<file path="src/rtl/plic_pkg.sv">
// Shared constants for the PLIC: address window, register offsets and the
// byte-strobe helper used by the register file.
package plic_pkg;

    localparam int ID_W = 5;

    localparam logic [31:0] plic_base_addr     = 32'h0C00_0000;
    localparam logic [31:0] plic_top_addr      = 32'h1000_0000;

    localparam logic [31:0] plic_priority_off  = 32'h0000_0000;
    localparam logic [31:0] plic_pending_off   = 32'h0000_1000;
    localparam logic [31:0] plic_enable_off    = 32'h0000_2000;
    localparam logic [31:0] plic_threshold_off = 32'h0020_0000;
    localparam logic [31:0] plic_claim_off     = 32'h0020_0004;

    // True when the byte lane holding bit position bit_pos is strobed.
    function automatic logic strobe_hit(input logic [3:0] wstrb, input logic [4:0] bit_pos);
        return wstrb[bit_pos[4:3]];
    endfunction

endpackage

</file>
<file path="src/rtl/plic_if.sv">
// Valid/ready peripheral bus as seen by the PLIC slot of the interconnect.
interface plic_if;

    logic        plic_valid;
    logic        plic_instr;
    logic [31:0] plic_addr;
    logic [31:0] plic_wdata;
    logic [3:0]  plic_wstrb;
    logic [31:0] plic_rdata;
    logic        plic_ready;

    modport master (
        output plic_valid, plic_instr, plic_addr, plic_wdata, plic_wstrb,
        input  plic_rdata, plic_ready
    );

    modport slave (
        input  plic_valid, plic_instr, plic_addr, plic_wdata, plic_wstrb,
        output plic_rdata, plic_ready
    );

endinterface

</file>
<file path="src/rtl/plic_arbiter.sv">
// Combinational selection of the highest-priority eligible source above the
// threshold; equal priorities resolve to the lowest ID.
module plic_arbiter
    import plic_pkg::*;
#(
    parameter int NSRC   = 8,
    parameter int PRIO_W = 3
) (
    input  logic [NSRC-1:0]        eligible,
    input  logic [NSRC*PRIO_W-1:0] prio_flat,
    input  logic [PRIO_W-1:0]      threshold,
    output logic [ID_W-1:0]        best_id,
    output logic [PRIO_W-1:0]      best_prio
);

    logic [PRIO_W-1:0] bar;

    // Strict greater-than against the running bar keeps the earlier (lower) ID on ties.
    always_comb begin
        best_id   = '0;
        best_prio = '0;
        bar       = threshold;
        for (int i = 0; i < NSRC; i++) begin
            if (eligible[i] && (prio_flat[i*PRIO_W +: PRIO_W] > bar)) begin
                best_id   = ID_W'(i + 1);
                best_prio = prio_flat[i*PRIO_W +: PRIO_W];
                bar       = prio_flat[i*PRIO_W +: PRIO_W];
            end
        end
    end

endmodule

</file>
<file path="src/rtl/plic.sv">
// Platform-level interrupt controller: level gateways, priority/enable/threshold
// registers and claim/complete for a single M-mode context.
module plic
    import plic_pkg::*;
#(
    parameter int NSRC   = 8,
    parameter int PRIO_W = 3
) (
    input  logic            clock,
    input  logic            reset,
    plic_if.slave           bus,
    input  logic [NSRC-1:0] plic_src,
    output logic            plic_meip
);

    logic [PRIO_W-1:0] prio_q [NSRC];
    logic [PRIO_W-1:0] prio_d [NSRC];
    logic [NSRC-1:0]   pending_q, pending_d;
    logic [NSRC-1:0]   enable_q, enable_d;
    logic [NSRC-1:0]   in_flight_q, in_flight_d;
    logic [PRIO_W-1:0] threshold_q, threshold_d;
    logic              ready_q;
    logic              meip_q;
    logic [31:0]       rdata_q, rdata_d;

    logic [NSRC*PRIO_W-1:0] prio_flat;
    logic [ID_W-1:0]        best_id;
    logic [PRIO_W-1:0]      best_prio;

    logic [31:0] word_addr;
    logic [9:0]  prio_idx;
    logic        in_prio_page;
    logic        sel_pending, sel_enable, sel_threshold, sel_claim;
    logic        rd_req, wr_req;
    logic        unused_ok;

    assign word_addr     = {bus.plic_addr[31:2], 2'b00};
    assign prio_idx      = word_addr[11:2];
    assign in_prio_page  = (word_addr[31:12] == plic_priority_off[31:12]);
    assign sel_pending   = (word_addr == plic_pending_off);
    assign sel_enable    = (word_addr == plic_enable_off);
    assign sel_threshold = (word_addr == plic_threshold_off);
    assign sel_claim     = (word_addr == plic_claim_off);
    assign rd_req        = bus.plic_valid && (bus.plic_wstrb == 4'h0);
    assign wr_req        = bus.plic_valid && (bus.plic_wstrb != 4'h0);

    // Fetches are served exactly like loads, so the instruction flag is not decoded.
    assign unused_ok = ^{bus.plic_instr, bus.plic_addr[1:0], bus.plic_wdata, best_prio};

    always_comb begin
        prio_flat = '0;
        for (int i = 0; i < NSRC; i++) begin
            prio_flat[i*PRIO_W +: PRIO_W] = prio_q[i];
        end
    end

    plic_arbiter #(
        .NSRC   (NSRC),
        .PRIO_W (PRIO_W)
    ) u_arbiter (
        .eligible  (pending_q & enable_q),
        .prio_flat (prio_flat),
        .threshold (threshold_q),
        .best_id   (best_id),
        .best_prio (best_prio)
    );

    // Read mux; priority slot 0 and unmapped offsets fall through to zero.
    always_comb begin
        rdata_d = '0;
        if (rd_req) begin
            if (in_prio_page) begin
                for (int i = 0; i < NSRC; i++) begin
                    if (prio_idx == 10'(i + 1)) begin
                        rdata_d[PRIO_W-1:0] = prio_q[i];
                    end
                end
            end else if (sel_pending) begin
                rdata_d[NSRC:1] = pending_q;
            end else if (sel_enable) begin
                rdata_d[NSRC:1] = enable_q;
            end else if (sel_threshold) begin
                rdata_d[PRIO_W-1:0] = threshold_q;
            end else if (sel_claim) begin
                rdata_d[ID_W-1:0] = best_id;
            end
        end
    end

    // Gateways re-arm only once a source is neither pending nor in flight, so a
    // held level cannot re-pend until its completion has been written.
    always_comb begin
        prio_d      = prio_q;
        enable_d    = enable_q;
        threshold_d = threshold_q;
        in_flight_d = in_flight_q;
        pending_d   = pending_q | (plic_src & ~in_flight_q & ~pending_q);

        if (wr_req) begin
            if (in_prio_page) begin
                for (int i = 0; i < NSRC; i++) begin
                    for (int j = 0; j < PRIO_W; j++) begin
                        if ((prio_idx == 10'(i + 1)) && strobe_hit(bus.plic_wstrb, 5'(j))) begin
                            prio_d[i][j] = bus.plic_wdata[j];
                        end
                    end
                end
            end else if (sel_enable) begin
                for (int i = 0; i < NSRC; i++) begin
                    if (strobe_hit(bus.plic_wstrb, 5'(i + 1))) begin
                        enable_d[i] = bus.plic_wdata[i + 1];
                    end
                end
            end else if (sel_threshold) begin
                for (int j = 0; j < PRIO_W; j++) begin
                    if (strobe_hit(bus.plic_wstrb, 5'(j))) begin
                        threshold_d[j] = bus.plic_wdata[j];
                    end
                end
            end else if (sel_claim && bus.plic_wstrb[0]) begin
                for (int i = 0; i < NSRC; i++) begin
                    if (bus.plic_wdata[4:0] == 5'(i + 1)) begin
                        in_flight_d[i] = 1'b0;
                    end
                end
            end
        end

        if (rd_req && sel_claim) begin
            for (int i = 0; i < NSRC; i++) begin
                if (best_id == ID_W'(i + 1)) begin
                    pending_d[i]   = 1'b0;
                    in_flight_d[i] = 1'b1;
                end
            end
        end
    end

    always_ff @(posedge clock or negedge reset) begin
        if (!reset) begin
            for (int i = 0; i < NSRC; i++) begin
                prio_q[i] <= '0;
            end
            pending_q   <= '0;
            enable_q    <= '0;
            in_flight_q <= '0;
            threshold_q <= '0;
        end else begin
            prio_q      <= prio_d;
            pending_q   <= pending_d;
            enable_q    <= enable_d;
            in_flight_q <= in_flight_d;
            threshold_q <= threshold_d;
        end
    end

    // One-cycle response pulse and the registered interrupt line to the cpu.
    always_ff @(posedge clock or negedge reset) begin
        if (!reset) begin
            ready_q <= 1'b0;
            rdata_q <= '0;
            meip_q  <= 1'b0;
        end else begin
            ready_q <= bus.plic_valid;
            rdata_q <= rdata_d;
            meip_q  <= (best_id != '0);
        end
    end

    assign bus.plic_ready = ready_q;
    assign bus.plic_rdata = rdata_q;
    assign plic_meip      = meip_q;

endmodule

</file>
<file path="src/flat_wrapper.sv">
// flat-port wrapper written by rule: the top's interface ports become plain ports
module plic_flat import plic_pkg::*;
#(
    parameter int NSRC   = 8,
    parameter int PRIO_W = 3
)
  (clock, reset, plic_src, plic_meip, bus_plic_valid, bus_plic_instr, bus_plic_addr, bus_plic_wdata, bus_plic_wstrb, bus_plic_rdata, bus_plic_ready);
  plic_if bus_i ();
  input  logic clock;
  input  logic reset;
  input  logic [NSRC-1:0] plic_src;
  output logic plic_meip;
  input wire logic [$bits(bus_i.plic_valid)-1:0] bus_plic_valid;
  input wire logic [$bits(bus_i.plic_instr)-1:0] bus_plic_instr;
  input wire logic [$bits(bus_i.plic_addr)-1:0] bus_plic_addr;
  input wire logic [$bits(bus_i.plic_wdata)-1:0] bus_plic_wdata;
  input wire logic [$bits(bus_i.plic_wstrb)-1:0] bus_plic_wstrb;
  output wire logic [$bits(bus_i.plic_rdata)-1:0] bus_plic_rdata;
  output wire logic [$bits(bus_i.plic_ready)-1:0] bus_plic_ready;
  assign bus_i.plic_valid = bus_plic_valid;
  assign bus_i.plic_instr = bus_plic_instr;
  assign bus_i.plic_addr = bus_plic_addr;
  assign bus_i.plic_wdata = bus_plic_wdata;
  assign bus_i.plic_wstrb = bus_plic_wstrb;
  assign bus_plic_rdata = bus_i.plic_rdata;
  assign bus_plic_ready = bus_i.plic_ready;
  plic #(.NSRC(NSRC), .PRIO_W(PRIO_W)) u_core (.clock(clock), .reset(reset), .bus(bus_i), .plic_src(plic_src), .plic_meip(plic_meip));
endmodule
</file>
<file path="config.mk">
export PLATFORM = sky130hd
export DESIGN_NAME = plic_flat
export DESIGN_NICKNAME = d
export VERILOG_FILES = /design/src/rtl/plic_pkg.sv /design/src/rtl/plic_if.sv /design/src/rtl/plic_arbiter.sv /design/src/rtl/plic.sv /design/src/flat_wrapper.sv
export SDC_FILE = /design/constraint.sdc
export NUM_CORES = 1
export LEC_CHECK = 0
export CORE_MARGIN = 2
export CORE_UTILIZATION = 44
export DETAILED_ROUTE_END_ITERATION = 16
export PLACE_DENSITY_LB_ADDON = 0.2
export SYNTH_ARGS = -nofsm -noshare
export SYNTH_HDL_FRONTEND = slang
export SYNTH_SLANG_ARGS = --single-unit
</file>
<file path="constraint.sdc">
create_clock -name clock -period 10.7 [get_ports clock]
set_input_delay 2.675 -clock clock [delete_from_list [all_inputs] [get_ports clock]]
set_output_delay 2.675 -clock clock [all_outputs]
set_load 0.03 [all_outputs]
</file>
Word level (Yosys, flattened, before mapping)

Index checks and enable logic that the tools add are counted.

Magnitude comparators: 8
Equality and inequality tests: 28
Multiplexer cells: 65
Bitwise operators: 8
Reduce and logical (&&, ||, !) cells: 35

Operators with widths:

| cell                   | count |
|---|---|
| $mux W8                | 8 |
| $eq A30 B20 Y1 const B | 2 |
| $mux W3                | 17 |
| $eq A10 B3 Y1 const B  | 4 |
| $eq A5 B3 Y1 const B   | 8 |
| $mux W5                | 8 |
| $eq A30 B11 Y1 const B | 1 |
| $eq A30 B12 Y1 const B | 1 |
| $mux W1                | 27 |
| $and A8 B8 Y8          | 3 |
| $gt A3 B3 Y1           | 8 |
| $reduce_and A3 Y1      | 8 |
| $eq A10 B2 Y1 const B  | 2 |
| $eq A5 B2 Y1 const B   | 4 |
| $logic_and A1 B1 Y1    | 20 |
| $logic_not A20 Y1      | 1 |
| $not A8 Y8             | 2 |
| $eq A10 B1 Y1 const B  | 1 |
| $eq A10 B4 Y1 const B  | 1 |
| $eq A5 B1 Y1 const B   | 2 |
| $eq A5 B4 Y1 const B   | 2 |
| $mux W9                | 1 |
| $mux W4                | 2 |
| $or A8 B8 Y8           | 1 |
| other kinds (8)        | 10 |

Flip-flop bits (word level): 62
Output and inout bits: 34

Depth between registers and ports, before layout

Word-level depth: 30
Depth in mapped cells: 56
Gate-level depth less buffers: 56

Modules after synthesis

Synthesis repeated with hierarchy kept, for this count alone.

Cells, all modules: 518
Area total of the unflattened synthesis: 4780.8 µm²

Modules (own cells, without submodules):

| module       | instances | cells each | area each (µm²) | seq. area each (µm²) |
|---|---|---|---|---|
| plic         | 1         | 338        | 3490.8          | 1551.5 |
| plic_arbiter | 1         | 180        | 1290.0          | 0.0 |

Worst setup path after synthesis

Ideal clock, no wire load.

Path type: register -> register
Start: register u_core.threshold_q[2]
End: register u_core.pending_q[0]
Library setup time: 0.137 ns
Arrival: 10.556 ns
Slack: 0.007 ns
Cell stages (with the launch flop): 56
Buffers on the path: 0
Period minus slack after synthesis: 10.693 ns
Cell sequence: dfrtp_1 -> inv_1 -> ha_1 -> nor2_1 -> a31oi_2 -> nand2_1 -> o21ai_0 -> ha_1 -> or3b_1 -> nand2_1 -> nor3_1 -> a311oi_2 -> maj3_2 -> nor3b_2 -> nor2_1 -> ha_1 -> nor2_1 -> and2_1 -> [20 not listed] -> mux2i_1 -> ha_1 -> nor2b_1 -> o21a_1 -> o2111ai_1 -> inv_1 -> nor2_1 -> a21oi_1 -> ha_1 -> nor2b_1 -> o21a_1 -> o2111ai_1 -> and2_1 -> nand2_1 -> nor2_1 -> nand2b_1 -> nor4_1 -> a21oi_1

Cells in the longest elaborated chain, start to end: 27

Ends and longest elaborated chain:

| item                    | line               | source |
|---|---|---|
| start, declared         | plic.sv:21         | `logic [PRIO_W-1:0] threshold_q, threshold_d;` |
| start signal, assigned  | plic.sv:153        | `threshold_q <= threshold_d;` |
| $gt A3 B3 Y1            | plic_arbiter.sv:24 | `if (eligible[i] && (prio_flat[i*PRIO_W +: PRIO_W] > bar)) begin` |
| $logic_and A1 B1 Y1     | plic_arbiter.sv:24 |  |
| $mux W3                 | plic_arbiter.sv:24 |  |
| $gt A3 B3 Y1            | plic_arbiter.sv:24 |  |
| $logic_and A1 B1 Y1     | plic_arbiter.sv:24 |  |
| $mux W3                 | plic_arbiter.sv:24 |  |
| $gt A3 B3 Y1            | plic_arbiter.sv:24 |  |
| $logic_and A1 B1 Y1     | plic_arbiter.sv:24 |  |
| [12 not listed]         | --                 |  |
| $mux W3                 | plic_arbiter.sv:24 |  |
| $gt A3 B3 Y1            | plic_arbiter.sv:24 |  |
| $logic_and A1 B1 Y1     | plic_arbiter.sv:24 |  |
| $mux W5 *               | plic_arbiter.sv:24 |  |
| $eq A5 B1 Y1 *          | plic.sv:131        | `if (best_id == ID_W'(i + 1)) begin` |
| $mux W1 *               | plic.sv:131        |  |
| $mux W8 *               | plic.sv:129        | `if (rd_req && sel_claim) begin` |
| net u_core.pending_d[0] | plic.sv:18         | `logic [NSRC-1:0] pending_q, pending_d;` |
| end signal, assigned    | plic.sv:150        | `pending_q <= pending_d;` |
| end, declared           | plic.sv:18         |  |

Mark *: on every way through the listed nets, which the timed path passes. The rest lies on a longest branch.
A chain may end at the register's enable or synchronous reset.

Worst setup path in the final report

Start: register u_core.threshold_q[1]
End: register u_core.pending_q[1]

Cells in the longest elaborated chain, start to end: 27

Ends and longest elaborated chain:

| item                    | line |
|---|---|
| $gt A3 B3 Y1            | plic_arbiter.sv:24 |
| $logic_and A1 B1 Y1     | plic_arbiter.sv:24 |
| $mux W3                 | plic_arbiter.sv:24 |
| $gt A3 B3 Y1            | plic_arbiter.sv:24 |
| $logic_and A1 B1 Y1     | plic_arbiter.sv:24 |
| $mux W3                 | plic_arbiter.sv:24 |
| $gt A3 B3 Y1            | plic_arbiter.sv:24 |
| $logic_and A1 B1 Y1     | plic_arbiter.sv:24 |
| [12 not listed]         | -- |
| $mux W3                 | plic_arbiter.sv:24 |
| $gt A3 B3 Y1            | plic_arbiter.sv:24 |
| $logic_and A1 B1 Y1     | plic_arbiter.sv:24 |
| $mux W5 *               | plic_arbiter.sv:24 |
| $eq A5 B2 Y1 *          | plic.sv:131 |
| $mux W1 *               | plic.sv:131 |
| $mux W8 *               | plic.sv:129 |
| net u_core.pending_d[1] | plic.sv:18 |

Marked as above.

==> impl_metrics.py <==
metrics = {
    "run_status": {
        "status": "finished clean",
    },
    "cells_and_area": {
        "fin_cells": 686,
        "nFillCells": 792,
        "area_growth_pct": 38.17,
        "final_core_util_pct": 62.54,
        "fin_nets": 664,
        "diodes": 0,
        "drive_above_1_share_pct": 28.35,
    },
    "timing": {
        "setup_slack_ns": 0.1811,
        "final-setup-viol-count": 0,
        "fin_crit_ns": 10.52,
        "worst_pin_slew_ns": 0.8400,
        "slew_headroom_pct": 43.83,
        "slew_violations": 0,
        "max_freq_ghz": 0.09507,
        "finalSetupTns_ns": 0,
        "fin_crit_sh_pct": 98.31,
        "hold_viol": 0,
        "fin_worst_skew_ns": 0.01031,
        "rsz0062_at_grt": "true",
    },
    "synth": {
        "synth_edf_count": 0,
        "synth_warnings": 0,
        "synth_top_area_cell": "dfrtp_1",
        "syn_area_sq_um": 4163,
        "synthTopCellsByArea": "dfrtp_1 37%, mux2_2 7.3%, ha_1 4.2%, buf_4 4.1%, nand2_1 4.1%",
        "yosysMostFrequentCell": "dfrtp_1",
        "ys_types": 72,
        "ys_top_cells_by_count": "62 x dfrtp_1, 46 x nand2_1, 36 x nor2_1",
        "synthArstFlopShare_pct": 100.0,
        "yosysSeqAreaShare_pct": 37.27,
        "synthCells": 455,
        "postSynthAreaPerCell_sq_um": 9.149,
        "synth.top_cell.area_share_pct": 37.27,
        "synth_seq_cells": 62,
        "synth_ff_type": "dfrtp_1",
    },
    "setup_path": {
        "path_max_fanout": 6,
        "worstReg2RegEnd": "u_core.pending_q[1]",
        "cp.arrival_ns": 10.74,
        "critPathMaxStageDelay_ns": 0.40,
        "required_ns": 10.92,
        "worst_setup_path_end_kind": "flop",
        "reg2reg_from": "u_core.threshold_q[1]",
        "critPathKind": "flop to flop",
        "cp-start-kind": "flop",
        "crit_top_cell": "ha_4",
        "crit_path_start": "u_core.threshold_q[1]",
        "crit_path_end": "u_core.pending_q[1]",
        "reg2regPathDepth": 57,
        "cp_slowest_cell": "dfrtp_1",
        "ff2ff_setup_slack_ns": 0.18,
    },
    "floorplan": {
        "pin_count": 114,
        "dieHeight_um": 101.3,
        "coreArea_sq_um": 9196,
        "die_area_sq_um": 10250,
        "rows": 35,
        "initial_core_util_pct": 45.27,
        "die_x_um": 101.3,
    },
    "global_routing": {
        "grt-ovfl-total": 0,
        "grt_pass1_vias": 4021,
        "grt_pass1_wl_um": 19720,
        "grt_use_total_pct": 25.06,
        "antenna_found_initial": 0,
        "grt_start_max_net_pins": 63,
    },
    "clock_network": {
        "cts-root-buf": "clkbuf_8",
        "cts_made_buffers": 9,
        "hold_buffers": 0,
        "htree_levels": 3,
        "clk_pin_slew_ns": 0.07,
        "numClockSinks": 62,
        "clock_latency_ns": 0.35,
        "clock_path_buffers": 2,
        "cts_tree": "yes",
    },
    "power": {
        "leakage_nw": 2.565,
        "total_power_mw": 0.5173,
        "power.density_nw_per_um2": 89.94,
        "peakVddDrop_mv": 0.09015,
    },
    "hold_path": {
        "hold_path.class": "flop to flop",
    },
    "routing": {
        "drc": 0,
        "avgViaCountPerCell": 5.789,
        "firstDrtPassIters": 7,
        "ant_nets": 0,
        "vias": 3971,
        "wl_per_cell_um": 19.02,
        "drtIter0Drc": 152,
        "wl_um": 13050,
    },
    "place": {
        "gp_congestion": 0.9291,
        "port_buffers": 64,
        "dp_hpwl_um": 9134,
        "dp_cells": 654,
        "place_worst_setup_slack_ns": -0.4346,
    },
    "run": {
        "maxCapViolCount": 0,
    },
}
-- layout make-up --
type,count,area [sq um],area share (%)
clock buffers,12,145.1,2.523
clock inverters,4,70.07,1.218
inverters,22,82.58,1.436
multi-input cells,360,2734,47.53
flip-flops and latches,62,1551,26.97
well taps,111,138.9,2.415
repair buffers,115,1030,17.90
-- critical path: cells and delay by family (launching register included) --
kind | cells | cell delay, ns
AO/OA/AOI/OAI | 19 | 3.33
AND/OR/NAND/NOR | 23 | 3.03
multiplexers | 3 | 0.98
buffers and inverters | 3 | 0.31
flip-flops | 1 | 0.40
adder cells (fa/ha/maj) | 9 | 2.31
-- layout by cell type (no fill, tap or decap), drive strengths merged, types with 11 or more instances in the layout --
cell type,Yosys,layout
and3,12,12
inv,22,22
dfrtp,62,62
ha,14,14
a21oi,18,18
nand3,16,16
clkdlybuf4s50,0,63
o21ai,32,32
nand2,46,46
mux2,30,30
clkbuf,9,12
nor2,37,37
a31oi,11,11
buf,24,52
conb,1,23
-- through the flow --
stage	cell area (sq um)	hold WS (ns)
after global routing	5752	0.5185
after CTS	5374	0.4744
after global placement	5072	0.4548
after detailed placement	5072	0.4601
final	5752	0.4739
after floorplan	4245	0.4410
-- power breakdown --
group          internal [mW]  total, mW  leakage (nW)  switching, mW
registers              0.234      0.234         0.770      0.0000371
logic                 0.0203     0.0483          1.68         0.0280
clock network          0.137      0.235         0.110         0.0975
-- worst min-delay path by stage --
stage | start | end | slack (ns) | depth (start not counted)
5_1_grt | u_core.in_flight_q[0] | u_core.in_flight_q[0] | 0.52 | 1
4_1_cts | u_core.in_flight_q[0] | u_core.in_flight_q[0] | 0.47 | 1
2_1_floorplan | u_core.in_flight_q[0] | u_core.in_flight_q[0] | 0.44 | 1
6_report | u_core.in_flight_q[0] | u_core.in_flight_q[0] | 0.47 | 1
3_3_place_gp | u_core.in_flight_q[0] | u_core.in_flight_q[0] | 0.45 | 1
3_5_place_dp | u_core.in_flight_q[0] | u_core.in_flight_q[0] | 0.46 | 1
-- layer usage --
metal  GRT usage (%)  routed length, um  part of all wire, %  vias up
li1                -                  -                    -     1864
met1           32.45               5654                   43     1912
met2           41.11               6199                   48      170
met3           5.038                884                  6.8       25
met4           10.19                308                  2.4        0
met5               0                  0                    0        -
-- registers in the layout, summed over array words and instances, names as in the netlist --
register / count
u_core.prio_flat: 24
u_core.bus.plic_ready: 1
u_core.pending_q: 8
u_core.threshold_q: 3
u_core.plic_meip: 1
u_core.enable_q: 8
u_core.bus.plic_rdata: 9
u_core.in_flight_q: 8
-- cell families (layout without fill, tap and decap cells) --
kind of cell,after synthesis,in the layout,share of synthesized area [%]
fa+ha+maj,15,15,4.479
flops,62,62,37.27
buf+inv,55,153,7.033
mux,35,35,9.889
simple gates,172,172,21.82
compound gates,115,115,19.42
other cells,1,23,0.09008
-- repair_timing --
item,4_1_cts,5_1_grt
buffers inserted,7,9
resized for setup,9,61
endpoints found under the setup margin,16,21
pin swaps,3,42
Power figures use the tool's default switching activity.
==> RTL edit, RTL diff (config.mk and constraints unchanged) <==
Make the reset (`reset`) synchronous in 2 clocked blocks.
--- a/src/rtl/plic.sv
+++ b/src/rtl/plic.sv
@@ -136,7 +136,7 @@
         end
     end
 
-    always_ff @(posedge clock or negedge reset) begin
+    always_ff @(posedge clock) begin
         if (!reset) begin
             for (int i = 0; i < NSRC; i++) begin
                 prio_q[i] <= '0;
@@ -155,7 +155,7 @@
     end
 
     // One-cycle response pulse and the registered interrupt line to the cpu.
-    always_ff @(posedge clock or negedge reset) begin
+    always_ff @(posedge clock) begin
         if (!reset) begin
             ready_q <= 1'b0;
             rdata_q <= '0;
Behaviour: differs if reset is asserted again (counterexample within 4 cycles, from zero or initial values and one cycle with reset low); with reset held inactive, the same outputs for 4 cycles.
==> RTL edit against the original RTL <==
Area after synthesis rose by 2.9%; final area fell by 3.7%; routed wire length barely moved; die area rose by 2.8%; setup slack improved by 280 ps; power fell by 2.0%; sequential cell count did not move; count of clock-buffer cells in the layout did not move; critical path type unchanged; largest power group is now sequential cells.
==> RTL edit: results (changes against the original RTL) <==
{
  "synth-async-reset-ratio": {"value": 0, "unit": "%", "change": "-100 points"},
  "synth_compound_area_share": {"value": 25.5, "unit": "%", "change": "+6.1 points"},
  "yosys.area.top_type": {"value": "dfxtp_1"},
  "final_net_count": {"value": 705, "change": "+6.2%"},
  "detail_route.wirelength.met1": {"value": 5.88, "unit": "mm", "change": "+4.0%"},
  "hold-worst-slack": {"value": 471, "unit": "ps", "change": "-3.06 ps"},
  "p_comb": {"value": 0.0000502, "unit": "W", "change": "+4%"},
  "vdd_drop_max": {"value": 0.0695, "unit": "mV", "change": "-23%"},
  "signal_buffers": {"value": 96, "change": "-17%"},
  "post_synth_main_area_contributors": {"value": "dfxtp_1, mux2i_1, nor2_1"},
  "detail_route.iter0.violations": {"value": 266, "change": "+75%"},
  "multiInputCombCellCount": {"value": 419, "change": "+16%"},
  "synth_fa_ha_area_share": {"value": 4.32, "unit": "%", "change": "-0.16 points"},
  "place_ws": {"value": -40.6, "unit": "ps", "change": "+394 ps"},
  "grt_pass1_wl": {"value": 19.9, "unit": "mm", "change": "+0.98%"},
  "drt-wirelength-per-cell": {"value": 17.4, "unit": "um", "change": "-8.3%"},
  "synth.lib_cells_used.distinct": {"value": 78, "change": "+8.3%"},
  "buf_share": {"value": 15.9, "unit": "%", "change": "-2.0 points"},
  "r2r_cells": {"value": 51, "change": "-11%"},
  "multi_input_gate_share_of_total_cell_area": {"value": 53.4, "unit": "%", "change": "+5.8 points"},
  "groute.layer.met2.usage": {"value": 39.7, "unit": "%", "change": "-1.4 points"},
  "syn-cell-area": {"value": 4280, "unit": "sq um", "change": "+2.9%"},
  "post_route_cells_drive_above_1_share": {"value": 18.7, "unit": "%", "change": "-9.6 points"},
  "gr-usage-met3": {"value": 3.93, "unit": "%", "change": "-1.1 points"},
  "slowest_stage": {"value": "dfxtp_1"},
  "dr_wl_met3": {"value": 934, "unit": "um", "change": "+5.7%"},
  "status": {"value": "completed"}
}
[RTL edit: cell count changes after synthesis, sizes merged, moves of 16 or more]
cell   delta
dfrtp    -62
mux2     -27
mux2i    +27
nor2     +27
a21oi    +16
dfxtp    +62
[RTL edit: path summary, 6_finish.rpt]
path / start / end
max: u_core.prio_flat[1]$_SDFFE_PN0P_ / u_core.pending_q[1]$_SDFF_PN0_
min: u_core.in_flight_q[1]$_SDFF_PN0_ / u_core.in_flight_q[1]$_SDFF_PN0_
max reg2reg: u_core.prio_flat[1]$_SDFFE_PN0P_ / u_core.pending_q[1]$_SDFF_PN0_
min reg2reg: u_core.in_flight_q[1]$_SDFF_PN0_ / u_core.in_flight_q[1]$_SDFF_PN0_
[RTL edit: kinds of logic after synthesis]
logic type	Yosys count
AND/OR/NAND/NOR	212
AO/OA/AOI/OAI	135
buffers and inverters	65
flip-flops	62
multiplexers	34
adder cells (fa/ha/maj)	15
other	1
